### config.mk
export PLATFORM = sky130hd
export DESIGN_NAME = axistream_forwarder_keep
export DESIGN_NICKNAME = d
export VERILOG_FILES = /design/src/rtl/axistream_forwarder_keep.sv
export SDC_FILE = /design/constraint.sdc
export NUM_CORES = 1
export LEC_CHECK = 0
export CAP_MARGIN = 10
export CORE_MARGIN = 4
export CORE_UTILIZATION = 45
export DETAILED_ROUTE_END_ITERATION = 7
export PLACE_DENSITY = 0.73
export SYNTH_ARGS = -nofsm -noshare
export SYNTH_HDL_FRONTEND = slang
export SYNTH_SLANG_ARGS = --single-unit
### constraint.sdc
create_clock -name clk -period 14.3 [get_ports clk]
set_input_delay 1.43 -clock clk [delete_from_list [all_inputs] [get_ports clk]]
set_output_delay 1.43 -clock clk [all_outputs]
set_load 0.005 [all_outputs]
### src/rtl/axistream_forwarder_keep.sv
// Streams one stored packet from a word-addressed packet memory out as an AXI4-Stream
// master, generating TKEEP/TLAST from the byte length and absorbing memory latency in a skid buffer.
module axistream_forwarder_keep #(
    parameter int DATA_WIDTH  = 128,
    parameter int ADDR_WIDTH  = 8,
    parameter int LEN_WIDTH   = 12,
    parameter int PESSIMISTIC = 0
) (
    input  logic                      clk,
    input  logic                      rst_n,
    input  logic                      ready_for_forwarder,
    input  logic [LEN_WIDTH-1:0]      len_to_forwarder,
    output logic [ADDR_WIDTH-1:0]     forwarder_rd_addr,
    output logic                      forwarder_rd_en,
    input  logic [DATA_WIDTH-1:0]     forwarder_rd_data,
    output logic                      forwarder_done,
    output logic [DATA_WIDTH-1:0]     TDATA,
    output logic [DATA_WIDTH/8-1:0]   TKEEP,
    output logic                      TVALID,
    output logic                      TLAST,
    input  logic                      TREADY
);
    localparam int BYTES  = DATA_WIDTH / 8;
    localparam int LAT    = 1 + PESSIMISTIC;
    localparam int DEPTH  = 2 + PESSIMISTIC;
    localparam int PTR_W  = $clog2(DEPTH);
    localparam int CNT_W  = $clog2(DEPTH + 1);
    localparam int REM_W  = (BYTES > 1) ? $clog2(BYTES) : 1;
    localparam int BEAT_W = ADDR_WIDTH + 1;
    localparam int CW     = ((LEN_WIDTH > BEAT_W) ? LEN_WIDTH : BEAT_W) + 1;
    localparam logic [CW-1:0]    MAX_BEATS = CW'(1) << ADDR_WIDTH;
    localparam logic [BYTES-1:0] KEEP_ONES = '1;

    typedef enum logic [1:0] {IDLE, LOAD, STREAM, FINISH} state_t;

    state_t                  state;
    logic [BEAT_W-1:0]       beats;
    logic [REM_W-1:0]        rem;
    logic [BEAT_W-1:0]       issued;
    logic [ADDR_WIDTH-1:0]   addr;
    logic                    done_pulse;

    logic [LAT-1:0]          pipe_v;
    logic [LAT-1:0]          pipe_last;

    logic [DATA_WIDTH-1:0]   fifo_data [DEPTH];
    logic                    fifo_last [DEPTH];
    logic [PTR_W-1:0]        wptr;
    logic [PTR_W-1:0]        rptr;
    logic [CNT_W-1:0]        count;

    logic [CW-1:0]           len_ext;
    logic [CW-1:0]           full_words;
    logic [CW-1:0]           tail_bytes;
    logic [CW-1:0]           beats_raw;
    logic [BEAT_W-1:0]       beats_calc;
    logic [REM_W-1:0]        rem_calc;

    logic [CNT_W-1:0]        inflight;
    logic [CNT_W:0]          occ;
    logic                    pop;
    logic                    push;
    logic                    issue_last;
    logic                    head_last;
    logic [BYTES-1:0]        last_keep;

    function automatic logic [PTR_W-1:0] ptr_inc(input logic [PTR_W-1:0] p);
        return (p == PTR_W'(DEPTH - 1)) ? '0 : p + 1'b1;
    endfunction

    // Oversized lengths are clamped to a full address space of whole words.
    always_comb begin
        len_ext    = CW'(len_to_forwarder);
        full_words = len_ext / CW'(BYTES);
        tail_bytes = len_ext % CW'(BYTES);
        beats_raw  = full_words + ((tail_bytes != '0) ? CW'(1) : CW'(0));
        beats_calc = beats_raw[BEAT_W-1:0];
        rem_calc   = tail_bytes[REM_W-1:0];
        if (beats_raw > MAX_BEATS) begin
            beats_calc = BEAT_W'(MAX_BEATS);
            rem_calc   = '0;
        end
    end

    always_comb begin
        inflight = '0;
        for (int i = 0; i < LAT; i++) begin
            inflight = inflight + CNT_W'(pipe_v[i]);
        end
    end

    assign TVALID     = (count != '0);
    assign pop        = TVALID & TREADY;
    assign push       = pipe_v[LAT-1];
    assign issue_last = (issued == beats - 1'b1);

    // A beat leaving this cycle frees its slot, which keeps one beat per cycle at the minimum depth.
    assign occ = {1'b0, count} + (CNT_W + 1)'(inflight) - (CNT_W + 1)'(pop);
    assign forwarder_rd_en = (state == STREAM) && (issued < beats)
                             && (occ < (CNT_W + 1)'(DEPTH));

    assign forwarder_rd_addr = addr;
    assign forwarder_done    = done_pulse;

    assign head_last = fifo_last[rptr];
    assign last_keep = (rem == '0) ? KEEP_ONES : ~(KEEP_ONES >> rem);
    assign TDATA     = TVALID ? fifo_data[rptr] : '0;
    assign TLAST     = TVALID & head_last;
    assign TKEEP     = !TVALID ? '0 : (head_last ? last_keep : KEEP_ONES);

    // Reset clears the tracking pipe so late read data from an aborted packet is never captured.
    always_ff @(posedge clk or negedge rst_n) begin
        if (!rst_n) begin
            pipe_v    <= '0;
            pipe_last <= '0;
        end else begin
            pipe_v[0]    <= forwarder_rd_en;
            pipe_last[0] <= forwarder_rd_en & issue_last;
            for (int i = 1; i < LAT; i++) begin
                pipe_v[i]    <= pipe_v[i-1];
                pipe_last[i] <= pipe_last[i-1];
            end
        end
    end

    always_ff @(posedge clk) begin
        if (push) begin
            fifo_data[wptr] <= forwarder_rd_data;
            fifo_last[wptr] <= pipe_last[LAT-1];
        end
    end

    always_ff @(posedge clk or negedge rst_n) begin
        if (!rst_n) begin
            wptr  <= '0;
            rptr  <= '0;
            count <= '0;
        end else begin
            if (push) wptr <= ptr_inc(wptr);
            if (pop)  rptr <= ptr_inc(rptr);
            case ({push, pop})
                2'b10:   count <= count + 1'b1;
                2'b01:   count <= count - 1'b1;
                default: count <= count;
            endcase
        end
    end

    always_ff @(posedge clk or negedge rst_n) begin
        if (!rst_n) begin
            state      <= IDLE;
            beats      <= '0;
            rem        <= '0;
            issued     <= '0;
            addr       <= '0;
            done_pulse <= 1'b0;
        end else begin
            case (state)
                IDLE: begin
                    done_pulse <= 1'b0;
                    issued     <= '0;
                    addr       <= '0;
                    if (ready_for_forwarder) begin
                        beats <= beats_calc;
                        rem   <= rem_calc;
                        state <= LOAD;
                    end
                end
                LOAD: begin
                    if (beats == '0) begin
                        state      <= FINISH;
                        done_pulse <= 1'b1;
                    end else begin
                        state <= STREAM;
                    end
                end
                STREAM: begin
                    if (forwarder_rd_en) begin
                        issued <= issued + 1'b1;
                        if (addr != '1) addr <= addr + 1'b1;
                    end
                    if (pop && TLAST) begin
                        state      <= FINISH;
                        done_pulse <= 1'b1;
                    end
                end
                FINISH: begin
                    done_pulse <= 1'b0;
                    state      <= IDLE;
                end
                default: state <= IDLE;
            endcase
        end
    end
endmodule

==> results by group, run 1 <==
Yosys
  • Post-synth top area share: 61.2%
  • Area leader, netlist: edfxtp_1
  • Xor-xnor portion of the synthesized cell area: 1.65%
  • Synth Instances: 910
  • Syn_area_per_cell: 13.9 µm²
  • Syn_nets: 1,072
  • Yosys warning count: 0
  • Post-synth cell types: 57
  • Flops & latches, synth: 297
  • EDFF count, synth: 258
  • Post-synth design cell area: 12,700 µm²
  • Post-synthesis adder-cell area fraction: 1.84%
  • Seq/Total Area, Yosys: 68.9%
  • Post-synthesis mux area share: 10.6%
  • Asr flop ratio synth: 13.1%
  • Synth Flop Type: edfxtp_1
  • Top post-synthesis cells by area: edfxtp_1 61%, mux2i_1 10%, dfrtp_1 7.7%, nor2_1 4.6%, ha_1 1.7%
  • Largest family of logic cells by synthesized area: multiplexers
  • Post-Synth Simple-Gate Area: 9.47%
  • Synth Area in Compound Gates: 5.22%

GRT
  • Initial antenna violation count: 3
  • Number of global-route vias before repair: 8,507
  • Tot GR Track Use: 18.9%
  • Largest net degree at the start of global routing: 89
  • GR Overflow Total: 0
  • First-pass GRT wire length: 46,400 µm

Clock tree
  • Root buffer cell: clkbuf_16
  • Num CTS Buffers: 30
  • Worst-skew pair later-pin latency: 540 ps
  • Setup bufs post-CTS: 0
  • H-tree levels: 1
  • Hold Buf Count CTS: 0
  • CTS resizes: 0
  • Clk buf depth: 3
  • Clock Sinks: 297
  • CTS tree: built
  • CTS clk-pin slew, worst paths: 60 ps

Placed design
  • Dpl cells: 1,547
  • Port buffer count: 299
  • GP Congestion: 0.793
  • Hpwl dp: 20,700 µm
  • Place WS: 7820 ps
  • Placed Area: 16,000 µm²

Floorplan
  • Die Span Y: 176 µm
  • Num rows: 61
  • Die area: 30,900 µm²
  • Starting Density: 45.5%
  • Placeable Area: 27,800 µm²
  • Die width: 176 µm
  • IO Count: 300

Timing
  • Skew final: 10.3 ps
  • Min Tclk post-route: 6480 ps
  • Fin. Hold Viols: 0
  • RSZ-0062 raised after global routing: no
  • Final worst path period share: 45.3%
  • Fin Setup TNS: 0 ps
  • PnR worst setup slack: 7820 ps
  • Final setup viols: 0
  • Slew margin rel.: 31.7%
  • Highest Clock Rate: 154 MHz
  • WHS: 454 ps
  • Slew Limit Fails: 0
  • Worst slew pin tran: 1020 ps

Power and ir drop
  • Pint: 0.00226 W
  • Sw Ratio: 32.2%
  • NetSw: 0.00107 W
  • Clk pwr share: 22.7%
  • Part of the power in registers: 38.1%
  • Maximum vdd drop: 0.000124 V
  • LEAKAGE: 6.30 nW
  • Pwr dens: 196 nW/µm²
  • Comb power frac: 39.2%

Layout
  • Commonest non-fill, non-tap cell in the layout: clkdlybuf4s50_1
  • Final net count: 1,363
  • Fin cells: 1,603
  • Fill cells: 2,156
  • Commonest cells after routing, fill and taps aside: 298 x clkdlybuf4s50_1, 258 x edfxtp_1, 155 x nor2_1
  • Fraction of layout cells with a size suffix above 1: 5.89%
  • Post-route cell area: 16,900 µm²
  • Layout area overhead: 33.9%

Worst setup path
  • Critical Path Max Stage Delay: 800 ps
  • Reg2Reg Depth: 8
  • Critical path launch point type: primary input
  • CP Depth: 9
  • Slowest cell on the critical path: a2111oi_4
  • CP cell instances: clkdlybuf4s50_1 > nand2_1 > nor2_1 > o21ai_0 > fa_1 > xor2_1 > a2111oi_4 > and2_1 > clkdlybuf4s50_1
  • Worst Path Required: 12,870 ps
  • CP arrival: 5050 ps
  • WP buf/inv: 2
  • Top Family by Delay on Critical Path: buffers and inverters
  • Most used cell, CP: clkdlybuf4s50_1
  • Crit. End Element: primary output
  • Worst Path Class, Setup: primary input to primary output
  • Max FO, Critical Path: 16

Job
  • Max-Cap Viols: 0

Run status
  • Status: complete, no violations

Detailed routing
  • Via count: 8,278
  • Post-DRT Antenna Nets: 0
  • DRC: 0
  • Initial DRT Pass Iterations: 4
  • DRT Wirelength: 30,200 µm
  • DR iter-0 viols: 544
  • DR WL/cell: 18.8 µm
  • Vias per Instance: 5.16

Min path
  • Min-Delay Path Class: flip-flop to flip-flop
  • Worst Hold Depth: 0
## logic make-up (layout without fill, tap and decap cells)
logic type,Yosys count,after routing
xor gates and xnor gates,23,23
buffers and inverters,69,382
AOI/OAI and AO/OA,94,94
adders and majority gates,18,18
and+or+nand+nor,275,275
muxes,134,134
DFF,297,297
other,0,2
## cell usage after synthesis (3+ instances only)
| master | number |
|---|---|
| edfxtp_1 | 258 |
| nor2_1 | 156 |
| mux2i_1 | 131 |
| nand2_1 | 52 |
| dfrtp_1 | 39 |
| a21oi_1 | 29 |
| clkbuf_1 | 28 |
| inv_1 | 21 |
| ha_1 | 17 |
| buf_2 | 16 |
| nand3_1 | 15 |
| o21ai_0 | 14 |
| xnor2_1 | 14 |
| and3_1 | 13 |
| a31oi_1 | 12 |
| and2_1 | 10 |
| a31o_2 | 8 |
| xor2_1 | 8 |
| nor3_1 | 5 |
| a211oi_1 | 4 |
| or2_2 | 4 |
| mux2_2 | 3 |
| nand4_1 | 3 |
| nor4_1 | 3 |
| o31ai_1 | 3 |
| or3_1 | 3 |
## power by group through the flow
| stage | Sequential, W | Combinational (W) | Clock (W) |
|---|---|---|---|
| finish | 0.00127 | 0.00130 | 0.000755 |
| global route | 0.00129 | 0.00142 | 0.000814 |
| CTS | 0.00127 | 0.00132 | 0.000776 |
| detailed placement | 0.00129 | 0.00131 | 0 |
| global placement | 0.00128 | 0.00131 | 0 |
| floorplan | 0.00125 | 0.000713 | 0 |
## per-layer routing
metal | vias to the layer above | part of all wire, % | wire [µm] | track usage [%]
met2 | 273 | 49 | 14900 | 32.2
li1 | 3923 | - | - | -
met3 | 59 | 7.1 | 2150 | 5.06
met5 | - | 0.023 | 7 | 0
met4 | 2 | 3.3 | 994 | 6.08
met1 | 4021 | 40 | 12200 | 23.8
## metrics by stage
stage | power (W) | utilization [%]
after floorplan | 0.00196 | -
after global placement | 0.00259 | 57.5
after detailed placement | 0.00260 | 57.5
after CTS | 0.00337 | 61.0
after global routing | 0.00352 | 61.0
final | 0.00332 | 61.0
## area by class of cell
cell class / count / area [µm²] / area share [%]
flip-flops and latches: 297 / 8730 / 51.5
multi-input cells: 544 / 3660 / 21.6
repair buffers: 306 / 3040 / 17.9
clock buffers: 38 / 802 / 4.73
well taps: 378 / 473 / 2.79
clock inverters: 16 / 150 / 0.886
inverters: 22 / 82.6 / 0.487
diodes: 2 / 5.00 / 0.0295
## path summary, 6_finish.rpt
kind,start,endpoint,slack [ps]
setup / recovery,TREADY,forwarder_rd_en,7820
hold / removal,pipe_last,fifo_last[1],450
setup reg to reg,count[1],pipe_last,10970
hold reg to reg,pipe_last,fifo_last[1],450
max in group asynchronous,rst_n,rptr,12600
min in group asynchronous,rst_n,count[0],1040
## sequential cells by signal, indices dropped and copies added (netlist names)
signal and cells:
pipe_v 1, count 2, rptr 1, forwarder_done 1
fifo_data 256, rem 4, state 2, forwarder_rd_addr 8
issued 9, beats 9, fifo_last 2, pipe_last 1
wptr 1
(Power assumes the default switching activity.)
==> run 2: changes to the inputs <==
==> constraint.sdc (replaced) <==
create_clock -name clk -period 6.4 [get_ports clk]
set_input_delay 0.64 -clock clk [delete_from_list [all_inputs] [get_ports clk]]
set_output_delay 0.64 -clock clk [all_outputs]
set_load 0.005 [all_outputs]
==> run 2 against run 1 <==
Die area unchanged. Combinational power up 130%. Final area is 0.52% higher. Register-to-register slack worse by 7400 ps. Final cell count rose by 0.62%. Non-clock buffer count is 4 higher. Critical path depth is 1 higher. Clock skew increased by 7.2 ps. First-iteration DRC count decreased by 5.1%. Highest routed layer unchanged.
==> results by group, run 2 (synthesized netlist as in run 1, its figures left out) <==
Power and ir drop
  • Pint: 0.00507 W (was 0.00226 W)
  • Sw Ratio: 32.5% (was 32.2%)
  • Pwr dens: 441 nW/µm² (was 196 nW/µm²)
  • Maximum vdd drop: 0.000295 V (was 0.000124 V)
  • Clk pwr share: 23.1% (was 22.7%)
  • NetSw: 0.00244 W (was 0.00107 W)
  • LEAKAGE: 6.33 nW (was 6.30 nW)
  • Comb power frac: 39.5% (was 39.2%)
  • Part of the power in registers: 37.4% (was 38.1%)

Detailed routing
  • Vias per Instance: 5.18 (was 5.16)
  • Post-DRT Antenna Nets: 0 (unchanged)
  • DRC: 0 (unchanged)
  • DRT Wirelength: 30,600 µm (was 30,200 µm)
  • DR WL/cell: 19.0 µm (was 18.8 µm)
  • Initial DRT Pass Iterations: 5 (was 4)
  • Max layer used: met5 (unchanged)
  • Routed length on met1: 12,200 µm (about the same)
  • Met2 wire len: 14,900 µm (about the same)
  • WL met3: 2250 µm (was 2150 µm)
  • Via count: 8,353 (was 8,278)
  • DR iter-0 viols: 516 (was 544)

Floorplan
  • Die width: 176 µm (unchanged)
  • Die Span Y: 176 µm (unchanged)
  • Num rows: 61 (unchanged)
  • Placeable Area: 27,800 µm² (unchanged)
  • Die area: 30,900 µm² (unchanged)
  • Starting Density: 45.5% (unchanged)
  • IO Count: 300 (unchanged)

Timing
  • Worst slew pin tran: 1000 ps (was 1020 ps)
  • RSZ-0062 raised after global routing: no (unchanged)
  • Fin. Hold Viols: 0 (unchanged)
  • Final setup viols: 0 (unchanged)
  • Fin Setup TNS: 0 ps (unchanged)
  • Slew Limit Fails: 0 (unchanged)
  • Final worst path period share: 64.8%
  • Slew margin rel.: 33.0% (was 31.7%)
  • Min Tclk post-route: 4150 ps
  • PnR worst setup slack: 2250 ps (was 7820 ps)
  • Highest Clock Rate: 241 MHz
  • Skew final: 17.4 ps (was 10.3 ps)

Layout
  • Layout area overhead: 34.6% (was 33.9%)
  • Fraction of layout cells with a size suffix above 1: 6.74% (was 5.89%)
  • Max reg flops: 256 (unchanged)
  • Commonest cells after routing, fill and taps aside: 298 x clkdlybuf4s50_1, 258 x edfxtp_1, 155 x nor2_1 (unchanged)
  • Final net count: 1,368 (was 1,363)
  • Post-route cell area: 17,000 µm² (was 16,900 µm²)
  • Commonest non-fill, non-tap cell in the layout: clkdlybuf4s50_1 (unchanged)
  • Largest registers: fifo_data (256), beats (9), issued (9) (unchanged)
  • Top reg by flops: fifo_data (unchanged)

Worst setup path
  • Crit. End Element: primary output (unchanged)
  • Reg2Reg Depth: 10 (was 8)
  • Critical path launch point type: primary input (unchanged)
  • CP arrival: 3510 ps (was 5050 ps)
  • Worst Path Required: 5760 ps (was 12,870 ps)
  • Worst Path Class, Setup: primary input to primary output (unchanged)
  • Max FO, Critical Path: 16 (unchanged)

Clock tree
  • CTS tree: built (unchanged)
  • Clock Sinks: 297 (unchanged)
  • CTS clk-pin slew, worst paths: 60 ps (about the same)
  • CTS resizes: 0 (unchanged)
  • Clk buf depth: 3 (unchanged)
  • Root buffer cell: clkbuf_16 (unchanged)
  • Num CTS Buffers: 31 (was 30)
  • H-tree levels: 1 (unchanged)
  • Worst-skew pair later-pin latency: 550 ps (was 540 ps)
  • Setup bufs post-CTS: 0 (unchanged)
  • Hold Buf Count CTS: 0 (unchanged)

Placed design
  • Placed Area: 16,000 µm² (about the same)
  • Hpwl dp: 20,300 µm (was 20,700 µm)
  • Port buffer count: 299 (unchanged)
  • Place WS: 2250 ps (was 7820 ps)
  • GP Congestion: 0.820 (was 0.793)

GRT
  • GR Overflow Total: 0 (unchanged)
  • Tot GR Track Use: 19.2% (was 18.9%)
  • First-pass GRT wire length: 47,300 µm (was 46,400 µm)
  • Number of global-route vias before repair: 8,543 (was 8,507)
  • Initial antenna violation count: 4 (was 3)
  • Largest net degree at the start of global routing: 130 (was 89)

Run status
  • Status: complete, no violations (unchanged)

Job
  • Max-Cap Viols: 0 (unchanged)

Min path
  • Min-Delay Path Class: primary input to async pin (was flip-flop to flip-flop)
[run 2: metrics by stage]
step	total power [W]	std cells	util [%]	hold WS, ps
4_1_cts	0.00761	1609	61.3	227
2_1_floorplan	0.00436	910	-	344
3_3_place_gp	0.00581	1551	57.7	492
3_5_place_dp	0.00585	1551	57.7	498
6_report	0.00751	1613	61.3	224
5_1_grt	0.00795	1612	61.3	272
[run 2: power groups by stage]
stage                     combinational [W]  clock [W]  sequential [W]
after CTS                           0.00302    0.00177         0.00281
after global placement              0.00299          0         0.00282
after floorplan                     0.00159          0         0.00277
after global routing                0.00324    0.00185         0.00286
final                               0.00297    0.00174         0.00281
after detailed placement            0.00300          0         0.00285
[run 2: final cells by class]
type	instances	area [µm²]
Inverter	22	82.6
Antenna cell	4	10.0
Sequential cell	297	8730
Multi-Input combinational cell	544	3660
Fill cell	2175	10700
Clock buffer	34	787
Timing Repair Buffer	310	3080
Clock inverter	24	206
Tap cell	378	473
[run 2: critical path: stages]
cell and delay (ps):
clkdlybuf4s50_1 580, nand2_1 70, nor2_1 220, o21ai_0 160, fa_1 400, xor2_1 180
a2111oi_4 270, buf_4 260, and2_1 190, clkdlybuf4s50_1 520
[run 2: path summary, 6_finish.rpt]
check / from / end / slack [ps]
setup / recovery: TREADY / forwarder_rd_en / 2250
hold / removal: rst_n / rem[2] / 220
setup reg to reg: count[1] / forwarder_rd_addr[3] / 3600
hold reg to reg: pipe_last / fifo_last[0] / 510
max in group asynchronous: rst_n / rptr / 5510
min in group clk: pipe_last / fifo_last[0] / 510
[run 2: routing by layer]
metal  up-vias  track usage (%)
li1       3943                -
met1      4044             24.6
met2       295             31.2
met3        69             5.19
met4         2             7.86
met5         -                0
==> run 3: changes to the inputs <==
--- a/config.mk
+++ b/config.mk
@@ -9,7 +9,7 @@
 export CORE_MARGIN = 4
 export CORE_UTILIZATION = 45
 export DETAILED_ROUTE_END_ITERATION = 7
-export PLACE_DENSITY = 0.73
+export PLACE_DENSITY = 0.76
 export SYNTH_ARGS = -nofsm -noshare
 export SYNTH_HDL_FRONTEND = slang
 export SYNTH_SLANG_ARGS = --single-unit
==> constraint.sdc (replaced) <==
create_clock -name clk -period 3.65 [get_ports clk]
set_input_delay 0.365 -clock clk [delete_from_list [all_inputs] [get_ports clk]]
set_output_delay 0.365 -clock clk [all_outputs]
set_load 0.005 [all_outputs]
==> run 3 against run 2 <==
Power grew 75%. Setup slack got worse by 2000 ps. Clock skew down 1.6 ps. Final cell count grew 0.12%. Routed wire length grew 1.8%. Non-clock buffer count rose by 8. Via count about the same. Critical path depth decreased by 2. Clock power grew 65%. Largest power group unchanged.
==> results by group, run 3 (synthesized netlist as in run 1, its figures left out) <==
Run status
  • Status: complete, no violations (unchanged)

Worst setup path
  • Worst Path Required: 3280 ps (was 5760 ps)
  • Reg2Reg Depth: 10 (unchanged)
  • CP arrival: 3050 ps (was 3510 ps)
  • Crit. End Element: primary output (unchanged)
  • CP startpoint: count[1] (was TREADY)
  • Flop-to-flop setup slack: 950 ps (was 3600 ps)
  • Max FO, Critical Path: 7 (was 16)
  • CP Capture Point: forwarder_rd_en (unchanged)
  • Reg-to-Reg Start: count[1] (unchanged)
  • Worst Path Class, Setup: flip-flop to primary output (was primary input to primary output)
  • Critical path launch point type: flip-flop (was primary input)
  • Reg-to-reg endpoint: forwarder_rd_addr[0] (was forwarder_rd_addr[3])

Floorplan
  • Placeable Area: 27,800 µm² (unchanged)
  • Die width: 176 µm (unchanged)
  • Starting Density: 45.5% (unchanged)
  • Die area: 30,900 µm² (unchanged)
  • Num rows: 61 (unchanged)
  • IO Count: 300 (unchanged)
  • Die Span Y: 176 µm (unchanged)

Placed design
  • Hpwl dp: 21,200 µm (was 20,300 µm)
  • Port buffer count: 299 (unchanged)
  • GP Congestion: 0.859 (was 0.820)

Timing
  • Slew margin rel.: 39.5% (was 33.0%)
  • Fin Setup TNS: 0 ps (unchanged)
  • Worst slew pin tran: 907 ps (was 1000 ps)
  • Highest Clock Rate: 293 MHz
  • Skew final: 15.9 ps (was 17.4 ps)
  • Final worst path period share: 93.5%
  • RSZ-0062 raised after global routing: no (unchanged)
  • Min Tclk post-route: 3410 ps
  • Final setup viols: 0 (unchanged)
  • Slew Limit Fails: 0 (unchanged)
  • Fin. Hold Viols: 0 (unchanged)

Layout
  • Top reg by flops: fifo_data (unchanged)
  • Layout area overhead: 34.9% (was 34.6%)
  • Commonest cells after routing, fill and taps aside: 298 x clkdlybuf4s50_1, 258 x edfxtp_1, 155 x nor2_1 (unchanged)
  • Final net count: 1,374 (was 1,368)
  • Largest registers: fifo_data (256), beats (9), issued (9) (unchanged)
  • Commonest non-fill, non-tap cell in the layout: clkdlybuf4s50_1 (unchanged)
  • Max reg flops: 256 (unchanged)
  • Fraction of layout cells with a size suffix above 1: 6.88% (was 6.74%)

Detailed routing
  • Vias per Instance: 5.17 (was 5.18)
  • Via count: 8,347 (was 8,353)
  • DR WL/cell: 19.3 µm (was 19.0 µm)
  • DR iter-0 viols: 615 (was 516)
  • DRT Wirelength: 31,100 µm (was 30,600 µm)
  • Initial DRT Pass Iterations: 5 (unchanged)
  • Post-DRT Antenna Nets: 0 (unchanged)
  • DRC: 0 (unchanged)

Clock tree
  • Root buffer cell: clkbuf_16 (unchanged)
  • Setup bufs post-CTS: 0 (unchanged)
  • CTS tree: built (unchanged)
  • Worst-skew pair later-pin latency: 550 ps (about the same)
  • Clock Sinks: 297 (unchanged)
  • CTS clk-pin slew, worst paths: 60 ps (about the same)
  • H-tree levels: 1 (unchanged)
  • Clk buf depth: 3 (unchanged)
  • Num CTS Buffers: 29 (was 31)

GRT
  • Number of global-route vias before repair: 8,527 (was 8,543)
  • First-pass GRT wire length: 47,300 µm (about the same)
  • Largest net degree at the start of global routing: 59 (was 130)
  • Tot GR Track Use: 19.2% (about the same)
  • Initial antenna violation count: 2 (was 4)
  • GR Overflow Total: 0 (unchanged)

Power and ir drop
  • LEAKAGE: 6.36 nW (was 6.33 nW)
  • Pwr dens: 769 nW/µm² (was 441 nW/µm²)
  • Total power: 0.0131 W (was 0.00751 W)
  • Maximum vdd drop: 0.000424 V (was 0.000295 V)

Job
  • Max-Cap Viols: 0 (unchanged)

Min path
  • Min-Delay Path Class: primary input to flip-flop (was primary input to async pin)
## run 3: cell count changes in the layout (fill, tap and decap cells not counted), moves of 2 or more
cell | before | now
buf_12 | 1 | 6
buf_4 | 10 | 12
clkbuf_1 | 3 | 7
clkbuf_16 | 31 | 29
clkbuf_8 | 0 | 2
clkinv_1 | 9 | 7
clkinvlp_4 | 4 | 0
diode_2 | 4 | 2
## run 3: worst max-delay path, cell delays in order, from the launching register on
cell and delay, ps:
dfrtp_2 460, nand2_1 70, nor2_1 210, o21ai_0 160
fa_1 410, xor2_1 180, a2111oi_4 290, and2_1 210
clkdlybuf4s50_1 530
## run 3: worst min-delay path by stage
stage / start / end / depth (start not counted)
2_1_floorplan: rst_n / beats[0] / 0
3_3_place_gp: pipe_last / fifo_last[0] / 0
3_5_place_dp: pipe_last / fifo_last[0] / 0
4_1_cts: len_to_forwarder[2] / rem[2] / 3
5_1_grt: forwarder_rd_data[33] / fifo_data[0][33] / 1
6_report: forwarder_rd_data[85] / fifo_data[1][85] / 1
## run 3: timing repair
item	in CTS	in global routing
resized for setup	0	1
endpoints found under the setup margin	0	1
hold buffers	1	0
hold endpoints to repair	39	0
## run 3: where the power goes
group	internal (W)	switching, W
sequential	0.00452	0.000408
combinational	0.00269	0.00265
clock	0.00164	0.00123
total	0.00885	0.00429
## run 3: cell type report
class                      instances  area, µm²
fill                            2156      10700
sequential                       297       8730
multi-input combinational        544       3660
timing repair buffer             318       3210
clock buffer                      38        779
tap                              378        473
clock inverter                    16        130
inverter                          22       82.6
antenna                            2       5.00
## run 3: metrics by stage
stage | cells | utilization (%) | hold WS, ps | setup WS [ps] | instance area [µm²]
global placement | 1558 | 58.1 | 476 | 319 | 16100
floorplan | 910 | - | 69.4 | 664 | 12700
finish | 1615 | 61.4 | 396 | 239 | 17100
detailed placement | 1558 | 58.1 | 463 | 274 | 16100
CTS | 1613 | 61.4 | 374 | 129 | 17100
global route | 1615 | 61.4 | 370 | 36.0 | 17100
## run 3: routing by layer
layer	vias up	wire length, µm	global-route usage [%]	part of all wire (%)
met1	4061	12800	24.8	41
met2	294	15400	32.6	50
met3	44	2150	4.67	6.9
met4	0	799	5.43	2.6
met5	-	0	0	0
li1	3948	-	-	-
